`config.mk`:
```
export PLATFORM = sky130hd
export DESIGN_NAME = vga_fetch_sched
export DESIGN_NICKNAME = d
export VERILOG_FILES = /design/src/rtl/vga_pkg.sv /design/src/rtl/vga_fetch_addr_gen.sv /design/src/rtl/vga_fetch_sched.sv
export SDC_FILE = /design/constraint.sdc
export NUM_CORES = 1
export LEC_CHECK = 0
export ABC_AREA = 1
export CAP_MARGIN = 20
export CORE_AREA = 2 2 114 116
export DETAILED_ROUTE_END_ITERATION = 16
export DIE_AREA = 0 0 116 118
export PLACE_DENSITY = 0.79
export RECOVER_POWER = 100
export REMOVE_ABC_BUFFERS = 1
export SYNTH_ARGS = -nofsm -noshare
export SYNTH_HDL_FRONTEND = slang
export SYNTH_SLANG_ARGS = --single-unit
```
`constraint.sdc`:
```
create_clock -name clk -period 3.7 [get_ports clk]
set_input_delay 0.74 -clock clk [delete_from_list [all_inputs] [get_ports clk]]
set_output_delay 0.74 -clock clk [all_outputs]
set_load 0.05 [all_outputs]
```
`src/rtl/vga_pkg.sv`:
```
// Shared types and default frame geometry for the VGA fetch path.
package vga_pkg;

    typedef enum logic [1:0] {
        IDLE  = 2'd0,
        CHECK = 2'd1,
        REQ   = 2'd2,
        WAIT  = 2'd3
    } state_t;

    localparam int DEF_WORDS_PER_LINE  = 640;
    localparam int DEF_LINES_PER_FRAME = 480;
    localparam int DEF_LINE_STRIDE     = 2560;
    localparam int DEF_BYTES_PER_WORD  = 4;

endpackage

```
`src/rtl/vga_fetch_addr_gen.sv`:
```
// Line/frame address generator: tracks line_addr, word_cnt and line_cnt and
// derives the next burst address and length (bursts never cross a line end).
module vga_fetch_addr_gen import vga_pkg::*; #(
    parameter int ADDR_W          = 32,
    parameter int BURST_LEN       = 16,
    parameter int BURST_W         = 5,
    parameter int WORDS_PER_LINE  = DEF_WORDS_PER_LINE,
    parameter int LINES_PER_FRAME = DEF_LINES_PER_FRAME,
    parameter int LINE_STRIDE     = DEF_LINE_STRIDE,
    parameter int BYTES_PER_WORD  = DEF_BYTES_PER_WORD
) (
    input  logic               clk_i,
    input  logic               reset_i,
    input  logic               load_i,
    input  logic               advance_i,
    input  logic [ADDR_W-1:0]  base_addr_i,
    output logic [ADDR_W-1:0]  burst_addr_o,
    output logic [BURST_W-1:0] len_o,
    output logic               line_end_o,
    output logic               frame_end_o
);
    localparam int WCW = $clog2(WORDS_PER_LINE + 1);
    localparam int LCW = $clog2(LINES_PER_FRAME + 1);

    logic [ADDR_W-1:0] line_addr_q, line_addr_d;
    logic [WCW-1:0]    word_cnt_q, word_cnt_d, remain;
    logic [LCW-1:0]    line_cnt_q, line_cnt_d;

    assign remain       = WCW'(WORDS_PER_LINE) - word_cnt_q;
    assign len_o        = (remain < WCW'(BURST_LEN)) ? BURST_W'(remain) : BURST_W'(BURST_LEN);
    assign burst_addr_o = line_addr_q + ADDR_W'(word_cnt_q) * ADDR_W'(BYTES_PER_WORD);
    // The pending burst finishes the line exactly when it covers every remaining word.
    assign line_end_o   = (remain == WCW'(len_o));
    assign frame_end_o  = line_end_o && (line_cnt_q == LCW'(LINES_PER_FRAME - 1));

    always_comb begin
        line_addr_d = line_addr_q;
        word_cnt_d  = word_cnt_q;
        line_cnt_d  = line_cnt_q;
        if (load_i) begin
            line_addr_d = base_addr_i;
            word_cnt_d  = '0;
            line_cnt_d  = '0;
        end else if (advance_i) begin
            if (line_end_o) begin
                word_cnt_d  = '0;
                line_cnt_d  = line_cnt_q + LCW'(1);
                line_addr_d = line_addr_q + ADDR_W'(LINE_STRIDE);
            end else begin
                word_cnt_d = word_cnt_q + WCW'(len_o);
            end
        end
    end

    always_ff @(posedge clk_i) begin
        if (reset_i) begin
            line_addr_q <= '0;
            word_cnt_q  <= '0;
            line_cnt_q  <= '0;
        end else begin
            line_addr_q <= line_addr_d;
            word_cnt_q  <= word_cnt_d;
            line_cnt_q  <= line_cnt_d;
        end
    end

endmodule

```
`src/rtl/vga_fetch_sched.sv`:
```
// Write-side fetch scheduler: Avalon-MM burst reads of one frame into the pixel FIFO.
// Optional FETCH_DROP_CNT_EN adds drop_cnt/drop_err for words written while the FIFO is full.
module vga_fetch_sched import vga_pkg::*; #(
    parameter int DATA_W          = 32,
    parameter int ADDR_W          = 32,
    parameter int BURST_LEN       = 16,
    parameter int BURST_W         = 5,
    parameter int WORDS_PER_LINE  = DEF_WORDS_PER_LINE,
    parameter int LINES_PER_FRAME = DEF_LINES_PER_FRAME,
    parameter int LINE_STRIDE     = DEF_LINE_STRIDE,
    parameter int BYTES_PER_WORD  = DEF_BYTES_PER_WORD
) (
    input  logic               clk,
    input  logic               reset,
    input  logic               enable,
    input  logic               frame_start,
    input  logic [ADDR_W-1:0]  base_addr,
    input  logic               fifo_almost_full,
    input  logic               fifo_full,
    output logic               fifo_wr_valid,
    output logic [DATA_W-1:0]  fifo_wr_data,
    output logic [ADDR_W-1:0]  avm_address,
    output logic               avm_read,
    output logic [BURST_W-1:0] avm_burstcount,
    input  logic               avm_waitrequest,
    input  logic [DATA_W-1:0]  avm_readdata,
    input  logic               avm_readdatavalid,
    output logic               busy,
    output state_t             state_dbg,
    output logic               frame_done
`ifdef FETCH_DROP_CNT_EN
    ,
    output logic [15:0]        drop_cnt,
    output logic               drop_err
`endif
);
    // Avalon read: a request is accepted on a cycle with avm_read=1 and
    // avm_waitrequest=0; address/burstcount stay frozen until then.
    state_t             state_q;
    logic               restart_q;
    logic [BURST_W-1:0] rcv_cnt_q;
    logic [ADDR_W-1:0]  ag_addr;
    logic [BURST_W-1:0] ag_len;
    logic               ag_line_end, ag_frame_end;
    logic               restart_pend, start_req, last_word, burst_done;

    assign restart_pend  = restart_q | frame_start;
    assign start_req     = (state_q == IDLE) && restart_pend && enable;
    assign fifo_wr_valid = (state_q == WAIT) && avm_readdatavalid;
    assign fifo_wr_data  = fifo_wr_valid ? avm_readdata : '0;
    assign last_word     = (rcv_cnt_q + BURST_W'(1)) == avm_burstcount;
    assign burst_done    = fifo_wr_valid && last_word;
    assign busy          = (state_q != IDLE);
    assign state_dbg     = state_q;

    vga_fetch_addr_gen #(
        .ADDR_W(ADDR_W), .BURST_LEN(BURST_LEN), .BURST_W(BURST_W),
        .WORDS_PER_LINE(WORDS_PER_LINE), .LINES_PER_FRAME(LINES_PER_FRAME),
        .LINE_STRIDE(LINE_STRIDE), .BYTES_PER_WORD(BYTES_PER_WORD)
    ) u_addr_gen (
        .clk_i(clk), .reset_i(reset), .load_i(start_req), .advance_i(burst_done),
        .base_addr_i(base_addr), .burst_addr_o(ag_addr), .len_o(ag_len),
        .line_end_o(ag_line_end), .frame_end_o(ag_frame_end)
    );

    always_ff @(posedge clk) begin
        if (reset) begin
            state_q        <= IDLE;
            restart_q      <= 1'b0;
            rcv_cnt_q      <= '0;
            avm_read       <= 1'b0;
            avm_address    <= '0;
            avm_burstcount <= '0;
            frame_done     <= 1'b0;
        end else begin
            frame_done <= 1'b0;
            if (frame_start && state_q != IDLE) restart_q <= 1'b1;
            case (state_q)
                IDLE: begin
                    restart_q <= 1'b0;
                    if (start_req) state_q <= CHECK;
                end
                CHECK: if (!fifo_almost_full) begin
                    state_q        <= REQ;
                    avm_read       <= 1'b1;
                    avm_address    <= ag_addr;
                    avm_burstcount <= ag_len;
                    rcv_cnt_q      <= '0;
                end
                REQ: if (!avm_waitrequest) begin
                    avm_read <= 1'b0;
                    state_q  <= WAIT;
                end
                WAIT: if (avm_readdatavalid) begin
                    rcv_cnt_q <= rcv_cnt_q + BURST_W'(1);
                    if (last_word) begin
                        // A pending restart wins over frame completion: no frame_done.
                        if (restart_pend) begin
                            state_q   <= IDLE;
                            restart_q <= 1'b1;
                        end else if (ag_line_end && ag_frame_end) begin
                            state_q    <= IDLE;
                            frame_done <= 1'b1;
                        end else begin
                            state_q <= CHECK;
                        end
                    end
                end
                default: state_q <= IDLE;
            endcase
        end
    end

`ifdef FETCH_DROP_CNT_EN
    always_ff @(posedge clk) begin
        if (reset) begin
            drop_cnt <= '0;
            drop_err <= 1'b0;
        end else if (fifo_wr_valid && fifo_full) begin
            if (drop_cnt != 16'hFFFF) drop_cnt <= drop_cnt + 16'd1;
            drop_err <= 1'b1;
        end
    end
`else
    logic fifo_full_unused;
    assign fifo_full_unused = fifo_full;
`endif

endmodule

```
# Yosys cells after proc, flatten, opt, wreduce, memory -nomap -nowiden
# Cells that the tools add are included.
# W data, S select, Z words.
# word_totals
word_cells	80
out_inout_bits	75
register_bits	98
input_bits	72
# classes
add_sub_neg	6
mux	26
bitwise_logic	5
n_reduce_logical	21
n_eq_ne	11
order_cmp	1
# op_table
cell	n
$mux W32	4
$add A32 B12 Y32	1
$add A32 B12 Y32 const B	1
$mux W5	3
$add A10 B5 Y10	1
$eq A10 B5 Y1	1
$lt A10 B5 Y1 const B	1
$mux W10	1
$mux W2	5
$ne A2 B2 Y1 const B	5
$pmux W5 S2	1
$reduce_bool A2 Y1	5
$sub A10 B10 Y10 const A	1
$add A9 B1 Y9 const B	1
$eq A9 B9 Y1 const B	1
$mux W1	9
$pmux W2 S4	1
$logic_and A1 B1 Y1	7
$reduce_and A2 Y1	3
$reduce_and A3 Y1	2
$add A5 B1 Y5 const B	1
$eq A5 B5 Y1	1
$reduce_and A5 Y1	1
$reduce_or A5 Y1	1
other kinds (7)	12

# Longest topological paths before layout
# Gate-level depths: netlist of the first run.
# depth
ltp_word	11
mapped_depth	22
depth_no_buf	22

# Hierarchy
# From an unflattened synthesis of the first run, not the netlist that was laid out.
# hier_totals
hier_cells	959
area_unflattened_um2	6231.0
# modules_own_cells
module	area_each_um2	cells_each	n_inst
vga_fetch_addr_gen	4001.3	620	1
vga_fetch_sched	2229.6	339	1

# Worst setup path before layout of the first run
# Ideal clock, no wire load.
# synth_path
path_kind	reg2out
start	register state_q[0] (netlist: state_dbg[0])
end	output port fifo_wr_data[10]
slack_ns	0.953
arrival_ns	2.007
n_path_buf	1
path_stages_with_launch	5
path_cell_list	dfxtp_1 ha_1 nand2_1 clkbuf_1 nor2_1
# synth_via
elab_chain_cells	3
# synth_lines
element	line	rtl
from (decl)	vga_fetch_sched.sv:39	state_t state_q;
from (signal assigned)	vga_fetch_sched.sv:68	state_q <= IDLE;
from (signal assigned)	vga_fetch_sched.sv:81	if (start_req) state_q <= CHECK;
from (signal assigned)	vga_fetch_sched.sv:84	state_q <= REQ;
$eq A2 B2 Y1	vga_fetch_sched.sv:49	assign fifo_wr_valid = (state_q == WAIT) && avm_readdatavalid;
$logic_and A1 B1 Y1	vga_fetch_sched.sv:49	
$mux W32	vga_fetch_sched.sv:50	assign fifo_wr_data = fifo_wr_valid ? avm_readdata : '0;
to (decl)	vga_fetch_sched.sv:21	output logic [DATA_W-1:0] fifo_wr_data,
# No other way between the ends.

# Final worst setup path of the first run
# layout_path
start	register u_addr_gen.word_cnt_q[1]
end	register u_addr_gen.word_cnt_q[4]
# layout_via
elab_chain_cells	5
# layout_lines
element	line	rtl
from (decl)	vga_fetch_addr_gen.sv:26	logic [WCW-1:0] word_cnt_q, word_cnt_d, remain;
from (signal assigned)	vga_fetch_addr_gen.sv:62	word_cnt_q <= word_cnt_d;
$sub A10 B10 Y10	vga_fetch_addr_gen.sv:29	assign remain = WCW'(WORDS_PER_LINE) - word_cnt_q;
$lt A10 B5 Y1	vga_fetch_addr_gen.sv:30	assign len_o = (remain < WCW'(BURST_LEN)) ? BURST_W'(remain) : BURST_W'(BURST_LEN);
$mux W5	vga_fetch_addr_gen.sv:30	
$add A10 B5 Y10 or $eq A10 B5 Y1 (tied branches)	vga_fetch_addr_gen.sv:50, vga_fetch_addr_gen.sv:33	
$mux W10 (*)	vga_fetch_addr_gen.sv:45	if (line_end_o) begin
# Every way passes the cells marked *; elsewhere a longest branch is shown, timed or not.
# A chain may end at the register's enable or synchronous reset.

==> results of run 1 <==
==> sequential cells by signal, indices dropped and copies added (netlist names) <==
| name | cells |
|---|---|
| avm_address | 32 |
| avm_burstcount | 5 |
| avm_read | 1 |
| frame_done | 1 |
| rcv_cnt_q | 5 |
| restart_q | 1 |
| state_dbg | 2 |
| u_addr_gen.line_addr_q | 32 |
| u_addr_gen.line_cnt_q | 9 |
| u_addr_gen.word_cnt_q | 10 |
==> power by group <==
group          internal [W]  switching (W)  total [W]
combinational      0.000417       0.000852    0.00127
sequential          0.00121       0.000144    0.00136
clock              0.000489       0.000402   0.000891
total               0.00212        0.00140    0.00352
==> worst register-to-register path: stages, from the launching register on <==
cell and delay (ns):
dfxtp_1 0.38, inv_1 0.19, ha_1 0.34, nand2_1 0.09, nor2_1 0.13, nand2_1 0.07
nand2_1 0.08, nand3_1 0.07, nor2_1 0.28, nand2_4 0.12, inv_1 0.21, nand2_1 0.14
fa_1 0.46, nor2_1 0.17, nand2_1 0.09, nand3_1 0.07, nand3_1 0.07, a21oi_1 0.14
==> final timing paths <==
kind	slack, ns	end	startpoint
worst max register to register	0.53	u_addr_gen.word_cnt_q[4]$_SDFFE_PP0P_	u_addr_gen.word_cnt_q[1]$_SDFFE_PP0P_
worst min register to register	0.48	u_addr_gen.line_cnt_q[8]$_SDFFE_PP0P_	u_addr_gen.line_cnt_q[8]$_SDFFE_PP0P_
worst max-delay path	0.53	u_addr_gen.word_cnt_q[4]$_SDFFE_PP0P_	u_addr_gen.word_cnt_q[1]$_SDFFE_PP0P_
worst min-delay path	0.48	u_addr_gen.line_cnt_q[8]$_SDFFE_PP0P_	u_addr_gen.line_cnt_q[8]$_SDFFE_PP0P_
==> cell usage in the layout, fill, tap and decap left out, types with 4 or more instances in the layout <==
cell type and count:
a211oi_2 5, a21boi_0 4, a21oi_1 60, a31oi_1 8, buf_4 5, clkbuf_1 36
clkbuf_16 9, clkdlybuf4s50_1 69, clkinv_2 4, dfxtp_1 98, dlygate4sd3_1 43, ha_1 19
inv_1 145, inv_2 5, nand2_1 180, nand3_1 43, nand4_1 10, nor2_1 160
nor3_1 17, nor4_1 5, o211ai_1 5, o21ai_0 88, o21ai_1 8, o221ai_1 7
xnor2_1 10, xor2_1 19
==> cells by family (layout without fill, tap and decap cells) <==
group           Yosys count  in the layout  synth area share
buf+inv                 183            324            0.1168
mux                       2              2          0.003229
compound gates          193            193            0.1774
simple gates            432            432            0.3004
fa+ha+maj                21             21           0.04479
xor+xnor                 29             29           0.04096
flops                    98             98            0.3164
==> through the flow <==
stage	setup WS, ns	utilization
2_1_floorplan	-0.2236	-
3_3_place_gp	0.5906	0.6435
3_5_place_dp	0.5444	0.6435
4_1_cts	0.6654	0.6662
5_1_grt	0.1702	0.6323
6_report	0.5280	0.6323
==> per-layer routing <==
layer | wire, um | global-route usage | up-vias | share of wire
li1 | - | - | 3352 | -
met1 | 7710 | 0.3354 | 2950 | 0.44
met2 | 7838 | 0.4170 | 255 | 0.44
met3 | 1628 | 0.04222 | 36 | 0.092
met4 | 461 | 0.09003 | 0 | 0.026
met5 | 0 | 0 | - | 0
==> synthesized netlist by cell type, drive strengths merged <==
library cell | count | area, um2
nand2 | 183 | 709.4
nor2 | 164 | 668.1
inv | 151 | 571.8
dfxtp | 98 | 1962
o21ai | 96 | 480.5
a21oi | 61 | 316.6
nand3 | 44 | 225.2
clkbuf | 25 | 93.84
ha | 19 | 237.7
xor2 | 19 | 166.4
nor3 | 18 | 95.09
nand4 | 11 | 75.07
xnor2 | 10 | 87.58
a31oi | 8 | 50.05
a211oi | 7 | 77.57
o221ai | 7 | 61.31
buf | 6 | 55.05
nor4 | 6 | 43.79
o211ai | 5 | 37.54
a21boi | 4 | 30.03
fa | 2 | 40.04
mux2i | 2 | 20.02
nand3b | 2 | 15.01
o31ai | 2 | 15.01
or2 | 2 | 12.52
a21o | 1 | 7.510
a22oi | 1 | 7.510
clkinv | 1 | 3.750
nor3b | 1 | 12.51
o41ai | 1 | 16.27
or3 | 1 | 6.260
==> area by class of cell <==
type | count | area share
clock buffers | 11 | 0.03220
clock inverters | 5 | 0.003666
inverters | 152 | 0.07332
multi-input cells | 677 | 0.4449
flip-flops and latches | 98 | 0.2499
well taps | 172 | 0.02741
repair buffers | 156 | 0.1686
==> flow_summary_export.csv, run 1 <==
group,metric,value,unit
final_layout,insertedDiodeCount,0,
sta,slew_viol_final,0,
clock_tree,post_cts_buffers,0,
setup_path,path_delay_family,"simple AND/OR/NAND/NOR gates",
final_layout,register_area,0.001962,mm2
placement,dp_hpwl,13.15,mm
power,leakage,3.555,nW
min_path,hold_class,"flip-flop to flip-flop",
power,power.density,447.8,mW/mm2
setup_path,slowest_stage,"fa_1",
grt,overflow,0,
floorplan,placementRows,41,
placement,routabilityCongestion,0.9774,
sta,worst_pin_slew,1.428,ns
drt,dr.pass1.iters,5,
final_layout,area_delta_synth_final,26.59,%
synthesis,synth_area,0.006201,mm2
setup_path,crit_chain,"inv_1 > ha_1 > nand2_1 > nor2_1 > nand2_1 > nand2_1 > nand3_1 > nor2_1 > nand2_4 > inv_1 > nand2_1 > fa_1 > nor2_1 > nand2_1 > nand3_1 > nand3_1 > a21oi_1",
placement,port_buffers,145,
setup_path,arrival,3.44,ns
clock_tree,root_buffer,"clkbuf_16",
sta,final_hold_viol_count,0,
sta,finalCritPeriodShare,0.8573,
drt,drc,0,
synthesis,synth_area_per_cell,6.473,um2
setup_path,cp_data_required_time,3.97,ns
setup_path,critical_path_depth,17,
clock_tree,cts_resized,0,
drt,final_antenna_net_count,0,
sta,timing.hold.ws,0.4758,ns
clock_tree,clock_path_buffers,2,
floorplan,die_y,118,um
floorplan,initial_core_util,0.4995,
outcome,status,"complete, no violations",
clock_tree,clk_latency,0.35,ns
synthesis,ys_warn_count,0,
sta,rsz0062_at_grt,"false",
final_layout,fillers,1215,
final_layout,layout.nets,1187,
setup_path,crit_top_cell,"nand2_1",
sta,tns,0,ns
power,peakVddDrop,287.1,uV
sta,setup_viol,0,
grt,grt_start_max_net_pins,37,
setup_path,r2r_cells,17,
setup_path,endpoint_kind,"flip-flop",
final_layout,multi_input_comb_area,0.003492,mm2
sta,max_freq,315.3,MHz
final_layout,drive_above_1_share,0.04368,
synthesis,synth_cell_types,48,
drt,drtIter0Drc,421,
floorplan,coreArea,0.01241,mm2
run,drv_cap,0,
sta,fin_skew,0.01030,ns
setup_path,max_stage_delay,0.46,ns
floorplan,die-area,0.01369,mm2
setup_path,crit_path_max_fanout,8,
clock_tree,cts_inserted_buffers,9,
clock_tree,clock_sinks,98,
synthesis,seq_area_frac_synth,0.3164,
setup_path,worst-setup-path-type,"flip-flop to flip-flop",
clock_tree,htree_num_levels,3,
clock_tree,cts_tree,"built",
placement,dpl-instance-area,0.007989,mm2
final_layout,instances_no_fill,1271,
min_path,min_path_cells,2,
synthesis,ys_ff_latch,98,
floorplan,io-pin-count,147,
setup_path,start_kind,"flip-flop",
floorplan,fp.dieW,116,um
drt,dr_total_vias,6593,
grt,antenna_found_initial,0,
grt,grt_pass1_wl,28.25,mm
grt,grt.total_usage,0.2544,
final_layout,stdcell_area,0.007850,mm2
drt,vias_per_cell,5.187,
sta,layout_min_cycle_time,3.172,ns
synthesis,synthCells,958,
clock_tree,clkTransAtPathRegs,0.07,ns
power,p_total,0.003516,W
placement,placed_cells_incl_taps,1255,
clock_tree,hold_buffers,0,
sta,slew_headroom,0.04779,
drt,wl,17.64,mm
setup_path,crit_buf_inv,2,
grt,grt_pass1_vias,5964,
drt,routedWlPerCell,13.88,um
No activity file was read; power rests on OpenSTA's default activity.
==> run 2, diff against run 1 <==
--- a/config.mk
+++ b/config.mk
@@ -7,10 +7,10 @@
 export LEC_CHECK = 0
 export ABC_AREA = 1
 export CAP_MARGIN = 20
-export CORE_AREA = 2 2 114 116
+export CORE_AREA = 2 2 110 112
 export DETAILED_ROUTE_END_ITERATION = 16
-export DIE_AREA = 0 0 116 118
-export PLACE_DENSITY = 0.79
+export DIE_AREA = 0 0 112 114
+export PLACE_DENSITY = 0.84
 export RECOVER_POWER = 100
 export REMOVE_ABC_BUFFERS = 1
 export SYNTH_ARGS = -nofsm -noshare
==> constraint.sdc (replaced) <==
create_clock -name clk -period 3.8 [get_ports clk]
set_input_delay 0.76 -clock clk [delete_from_list [all_inputs] [get_ports clk]]
set_output_delay 0.76 -clock clk [all_outputs]
set_load 0.05 [all_outputs]
==> run 2 against run 1 <==
  * Clock power about the same
  * Non-clock buffer count down 3
  * First-iteration DRC count up 47%
  * Combinational power down 4%
  * The flow now finishes with violations (max-capacitance violations, max-slew violations)
  * Wire length down 0.45%
  * Sequential share of layout area up 0.21 points
  * Setup slack worse by 0.11 ns
  * Via count up 0.21%
  * Die area down 6.7%
  * Final cell count down 2.4%
==> flow_summary_export.csv, run 2 (synthesis gave the netlist of run 1 again) <==
group,metric,value,unit
sta,fin_ws,0.4203,ns
clock_tree,htree_num_levels,3,
final_layout,final_core_util,0.6646,
setup_path,regToRegSetupSlack,0.58,ns
clock_tree,clock_path_buffers,2,
run,drv_cap,1,
clock_tree,clkTransAtPathRegs,0.06,ns
sta,timing.hold.ws,0.4725,ns
final_layout,layout_common_cells,"nand2_1 (179), nor2_1 (160), inv_1 (145)",
drt,drtIter0Drc,618,
setup_path,worstReg2RegStart,"u_addr_gen.word_cnt_q[1]$_SDFFE_PP0P_",
final_layout,mostFrequentLayoutCell,"nand2_1",
min_path,worstHoldStart,"avm_read$_SDFFE_PP0P_",
setup_path,arrival,3.65,ns
setup_path,endpoint_kind,"flip-flop",
sta,setup_viol,0,
final_layout,fillers,1071,
drt,dr.pass1.iters,6,
drt,wl,17.56,mm
outcome,status,"finished, violations left",
final_layout,insertedDiodeCount,0,
final_layout,drive_above_1_share,0.04022,
floorplan,die-area,0.01277,mm2
placement,port_buffers,145,
power,power.density,440.7,mW/mm2
clock_tree,cts_resized,0,
min_path,hold_class,"flip-flop to flip-flop",
setup_path,cp-startpoint,"reset",
setup_path,start_kind,"input pin",
min_path,min_path_cells,2,
clock_tree,post_cts_buffers,0,
drt,final_antenna_net_count,0,
clock_tree,clock_sinks,98,
placement,routabilityCongestion,0.9401,
setup_path,worst-setup-path-type,"input pin to flip-flop",
sta,fin_skew,0.01136,ns
drt,routedWlPerCell,14.15,um
final_layout,reg_top3,"avm_address: 32 flops, u_addr_gen.line_addr_q: 32 flops, u_addr_gen.word_cnt_q: 10 flops",
drt,vias_per_cell,5.324,
sta,max_freq,295.9,MHz
min_path,hold_end,"avm_read$_SDFFE_PP0P_",
clock_tree,cts_inserted_buffers,9,
power,leakage,3.534,nW
floorplan,fp.dieW,112,um
sta,slew_headroom,-0.01913,
placement,dp_hpwl,12.95,mm
placement,pre_cts_ws,0.6624,ns
setup_path,crit_path_max_fanout,38,
clock_tree,hold_buffers,0,
setup_path,r2r_cells,18,
sta,finalCritPeriodShare,0.8894,
floorplan,coreArea,0.01171,mm2
floorplan,placementRows,40,
grt,overflow,0,
clock_tree,root_buffer,"clkbuf_16",
final_layout,layout.nets,1184,
floorplan,die_y,114,um
floorplan,io-pin-count,147,
grt,antenna_found_initial,0,
power,peakVddDrop,280.4,uV
final_layout,area_delta_synth_final,25.52,%
drt,dr_total_vias,6607,
sta,final_hold_viol_count,0,
sta,layout_min_cycle_time,3.380,ns
sta,rsz0062_at_grt,"false",
outcome,violations,"max-capacitance violations, max-slew violations",
grt,grt_pass1_vias,5968,
clock_tree,clk_latency,0.35,ns
floorplan,initial_core_util,0.5295,
grt,grt.total_usage,0.2729,
drt,drc,0,
clock_tree,cts_tree,"built",
sta,worst_pin_slew,1.529,ns
grt,grt_pass1_wl,28.45,mm
sta,tns,0,ns
sta,slew_viol_final,39,
setup_path,cp_data_required_time,4.07,ns
setup_path,worstReg2RegEnd,"u_addr_gen.word_cnt_q[6]$_SDFFE_PP0P_",
grt,grt_start_max_net_pins,43,
==> run 2: changes by cell type in the layout (fill, tap and decap cells not counted), moves of 2 or more <==
| cell | delta |
|---|---|
| clkbuf_8 | -2 |
| clkdlybuf4s50_1 | -2 |
| o21ai_0 | -3 |
| clkinv_2 | -3 |
| o21ai_1 | +3 |
| dlygate4sd3_1 | +2 |
==> run 2: worst max-delay path by stage <==
stage	end	slack [ns]	depth (start not counted)
2_1_floorplan	avm_address[30]$_SDFFE_PP0P_	-0.12	8
3_3_place_gp	u_addr_gen.word_cnt_q[7]$_SDFFE_PP0P_	0.69	11
4_1_cts	u_addr_gen.word_cnt_q[6]$_SDFFE_PP0P_	0.73	18
3_5_place_dp	u_addr_gen.line_addr_q[29]$_SDFFE_PP0P_	0.66	10
5_1_grt	u_addr_gen.word_cnt_q[6]$_SDFFE_PP0P_	0.19	18
6_report	u_addr_gen.line_addr_q[1]$_SDFFE_PP0P_	0.42	5
==> run 2: stage by stage <==
stage	total power, W	instances	area, um2
after floorplan	0.002151	927	6052
after global placement	0.002598	1227	7797
after detailed placement	0.002621	1227	7797
after CTS	0.003502	1241	8073
after global routing	0.003617	1241	7784
final	0.003430	1241	7784
==> run 2: metal layers <==
metal  track usage  up-vias  share of wire  wire, um
li1              -     3340              -         -
met2        0.4788      279           0.46      8152
met4       0.07561        0          0.020       349
met1        0.3488     2961           0.44      7640
met3       0.04623       27          0.081      1416
met5             0        -              0         0
==> run 2: cell type report <==
type	instances	area, um2	area share
Clock inverter	3	42.54	0.005465
Sequential cell	98	1962	0.2520
Multi-Input combinational cell	677	3488	0.4482
Clock buffer	11	232.7	0.02990
Timing Repair Buffer	153	1299	0.1669
Tap cell	147	183.9	0.02363
Inverter	152	575.6	0.07394
==> run 2: power by group <==
group | switching, W | internal, W
clock | 0.000385 | 0.000503
combinational | 0.000825 | 0.000399
sequential | 0.000138 | 0.00118
total | 0.00135 | 0.00208
==> run 2: worst max-delay path, cell delays in order <==
cell,delay (ns)
dlygate4sd3_1,0.55
inv_1,0.47
clkbuf_1,1.17
o21ai_0,0.50
nor2_1,0.18
==> run 3, diff against run 2 <==
--- a/config.mk
+++ b/config.mk
@@ -7,10 +7,10 @@
 export LEC_CHECK = 0
 export ABC_AREA = 1
 export CAP_MARGIN = 20
-export CORE_AREA = 2 2 110 112
+export CORE_AREA = 2 2 122 124
 export DETAILED_ROUTE_END_ITERATION = 16
-export DIE_AREA = 0 0 112 114
-export PLACE_DENSITY = 0.84
+export DIE_AREA = 0 0 124 126
+export PLACE_DENSITY = 0.71
 export RECOVER_POWER = 100
 export REMOVE_ABC_BUFFERS = 1
 export SYNTH_ARGS = -nofsm -noshare
==> run 3 against run 2 <==
  * The flow now finishes without violations
  * Register-to-register slack better by 0.06 ns
  * Largest cell class unchanged
  * Sequential power about the same
  * Largest power group unchanged
  * Clock skew about the same
  * Global-route usage down 5.3 points
==> flow_summary_export.csv, run 3 (synthesis gave the netlist of run 1 again) <==
group,metric,value,unit
placement,routabilityCongestion,0.8923,
final_layout,layout.nets,1186,
setup_path,worst-setup-path-type,"flip-flop to flip-flop",
drt,drc,0,
power,p_clk_frac,0.255,
placement,pre_cts_ws,0.5223,ns
grt,overflow,0,
sta,layout_min_cycle_time,3.156,ns
setup_path,worstReg2RegStart,"u_addr_gen.word_cnt_q[1]$_SDFFE_PP0P_",
floorplan,io-pin-count,147,
power,internal_power,0.002047,W
power,switchingPower,0.001357,W
sta,setup_viol,0,
final_layout,fillers,1449,
min_path,hold_class,"flip-flop to flip-flop",
sta,timing.hold.ws,0.4763,ns
sta,finalCritPeriodShare,0.8305,
min_path,worstHoldStart,"u_addr_gen.line_cnt_q[1]$_SDFFE_PP0P_",
setup_path,max_stage_delay,0.47,ns
sta,rsz0062_at_grt,"false",
power,leakage,3.522,nW
floorplan,die_y,126,um
drt,dr_total_vias,6461,
sta,fin_skew,0.01180,ns
run,drv_cap,0,
setup_path,cp_data_required_time,4.07,ns
floorplan,die-area,0.01562,mm2
drt,routedWlPerCell,13.47,um
placement,dp_hpwl,13.06,mm
setup_path,endpoint_kind,"flip-flop",
setup_path,arrival,3.42,ns
sta,slew_viol_final,0,
setup_path,critical_path_depth,18,
grt,grt_pass1_vias,5761,
grt,antenna_found_initial,0,
drt,wl,17.27,mm
sta,slew_headroom,0.2039,
sta,final_hold_viol_count,0,
clock_tree,cts_resized,0,
sta,worst_pin_slew,1.194,ns
clock_tree,clk_latency,0.35,ns
drt,dr.pass1.iters,5,
clock_tree,hold_buffers,0,
clock_tree,cts_inserted_buffers,9,
setup_path,path_delay_family,"simple AND/OR/NAND/NOR gates",
clock_tree,clkTransAtPathRegs,0.06,ns
power,pwr-share-seq,0.387,
final_layout,drive_above_1_share,0.04463,
clock_tree,htree_num_levels,3,
power,switching_share,0.3986,
power,p_comb_frac,0.358,
setup_path,r2r_cells,18,
grt,grt_pass1_wl,27.36,mm
sta,tns,0,ns
setup_path,crit_chain,"inv_1 > ha_1 > nand2_1 > nor2_1 > nand2_1 > nand2_1 > nand2_1 > nand2_1 > a21oi_4 > nand2_1 > inv_2 > nand2_1 > fa_1 > nor2_1 > nand2_1 > nand3_1 > nand3_1 > a21oi_1",
drt,drtIter0Drc,570,
power,peakVddDrop,197.5,uV
clock_tree,post_cts_buffers,0,
setup_path,crit_top_cell,"nand2_1",
setup_path,cp-startpoint,"u_addr_gen.word_cnt_q[1]$_SDFFE_PP0P_",
min_path,min_path_cells,2,
setup_path,crit_buf_inv,2,
clock_tree,clock_sinks,98,
setup_path,start_kind,"flip-flop",
final_layout,reg_top3,"avm_address: 32 flops, u_addr_gen.line_addr_q: 32 flops, u_addr_gen.word_cnt_q: 10 flops",
floorplan,initial_core_util,0.4332,
floorplan,coreArea,0.01431,mm2
outcome,status,"complete, no violations",
clock_tree,clock_path_buffers,2,
final_layout,area_delta_synth_final,26.55,%
final_layout,mostFrequentLayoutCell,"nand2_1",
sta,fin_ws,0.6443,ns
clock_tree,root_buffer,"clkbuf_16",
final_layout,layout_common_cells,"nand2_1 (180), nor2_1 (158), inv_1 (144)",
drt,vias_per_cell,5.040,
floorplan,placementRows,44,
setup_path,crit_path_max_fanout,8,
clock_tree,cts_tree,"built",
final_layout,insertedDiodeCount,0,
sta,max_freq,316.9,MHz
drt,final_antenna_net_count,0,
placement,port_buffers,145,
grt,grt.total_usage,0.2203,
grt,grt_start_max_net_pins,63,
power,power.density,433.7,mW/mm2
setup_path,slowest_stage,"dfxtp_1",
floorplan,fp.dieW,124,um
-- run 3: per-layer routing --
metal / routed length [um] / track usage / part of all wire / up-vias
li1: - / - / - / 3348
met3: 1749 / 0.05254 / 0.10 / 13
met5: 0 / 0 / 0 / -
met2: 7498 / 0.3513 / 0.43 / 242
met4: 188 / 0.05684 / 0.011 / 0
met1: 7832 / 0.2990 / 0.45 / 2858
-- run 3: cell type report --
cell class	count	area, um2	area share
Timing Repair Buffer	155	1310	0.1669
Sequential cell	98	1962	0.2500
Tap cell	184	230.2	0.02934
Inverter	152	575.6	0.07334
Clock inverter	4	26.28	0.003348
Multi-Input combinational cell	677	3497	0.4456
Clock buffer	12	246.5	0.03141
-- run 3: path summary, 6_finish.rpt --
check / end / slack [ns]
max: u_addr_gen.word_cnt_q[4]$_SDFFE_PP0P_ / 0.64
min: u_addr_gen.line_cnt_q[1]$_SDFFE_PP0P_ / 0.48
max reg2reg: u_addr_gen.word_cnt_q[4]$_SDFFE_PP0P_ / 0.64
min reg2reg: u_addr_gen.line_cnt_q[1]$_SDFFE_PP0P_ / 0.48
-- run 3: power groups by stage --
| stage | clock (W) | sequential (W) | combinational (W) |
|---|---|---|---|
| after detailed placement | 0 | 0.00134 | 0.00126 |
| after floorplan | 0 | 0.00158 | 0.000567 |
| final | 0.000868 | 0.00132 | 0.00122 |
| after global placement | 0 | 0.00134 | 0.00125 |
| after global routing | 0.000932 | 0.00134 | 0.00134 |
| after CTS | 0.000888 | 0.00132 | 0.00127 |
-- run 3: worst register-to-register path, stage by stage, from the launching register on --
cell     delay (ns)
dfxtp_1        0.47
inv_1          0.17
ha_1           0.31
nand2_1        0.10
nor2_1         0.05
nand2_1        0.11
nand2_1        0.05
nand2_1        0.06
nand2_1        0.08
a21oi_4        0.16
nand2_1        0.20
inv_2          0.18
nand2_1        0.12
fa_1           0.47
nor2_1         0.17
nand2_1        0.09
nand3_1        0.08
nand3_1        0.08
a21oi_1        0.15
-- run 3: through the flow --
stage	area, um2	util	std cells	total power, W
6_report	7848	0.5483	1282	0.003404
5_1_grt	7848	0.5483	1282	0.003609
4_1_cts	8006	0.5594	1282	0.003475
3_5_place_dp	7734	0.5403	1266	0.002606
3_3_place_gp	7734	0.5403	1266	0.002590
2_1_floorplan	6052	-	927	0.002151
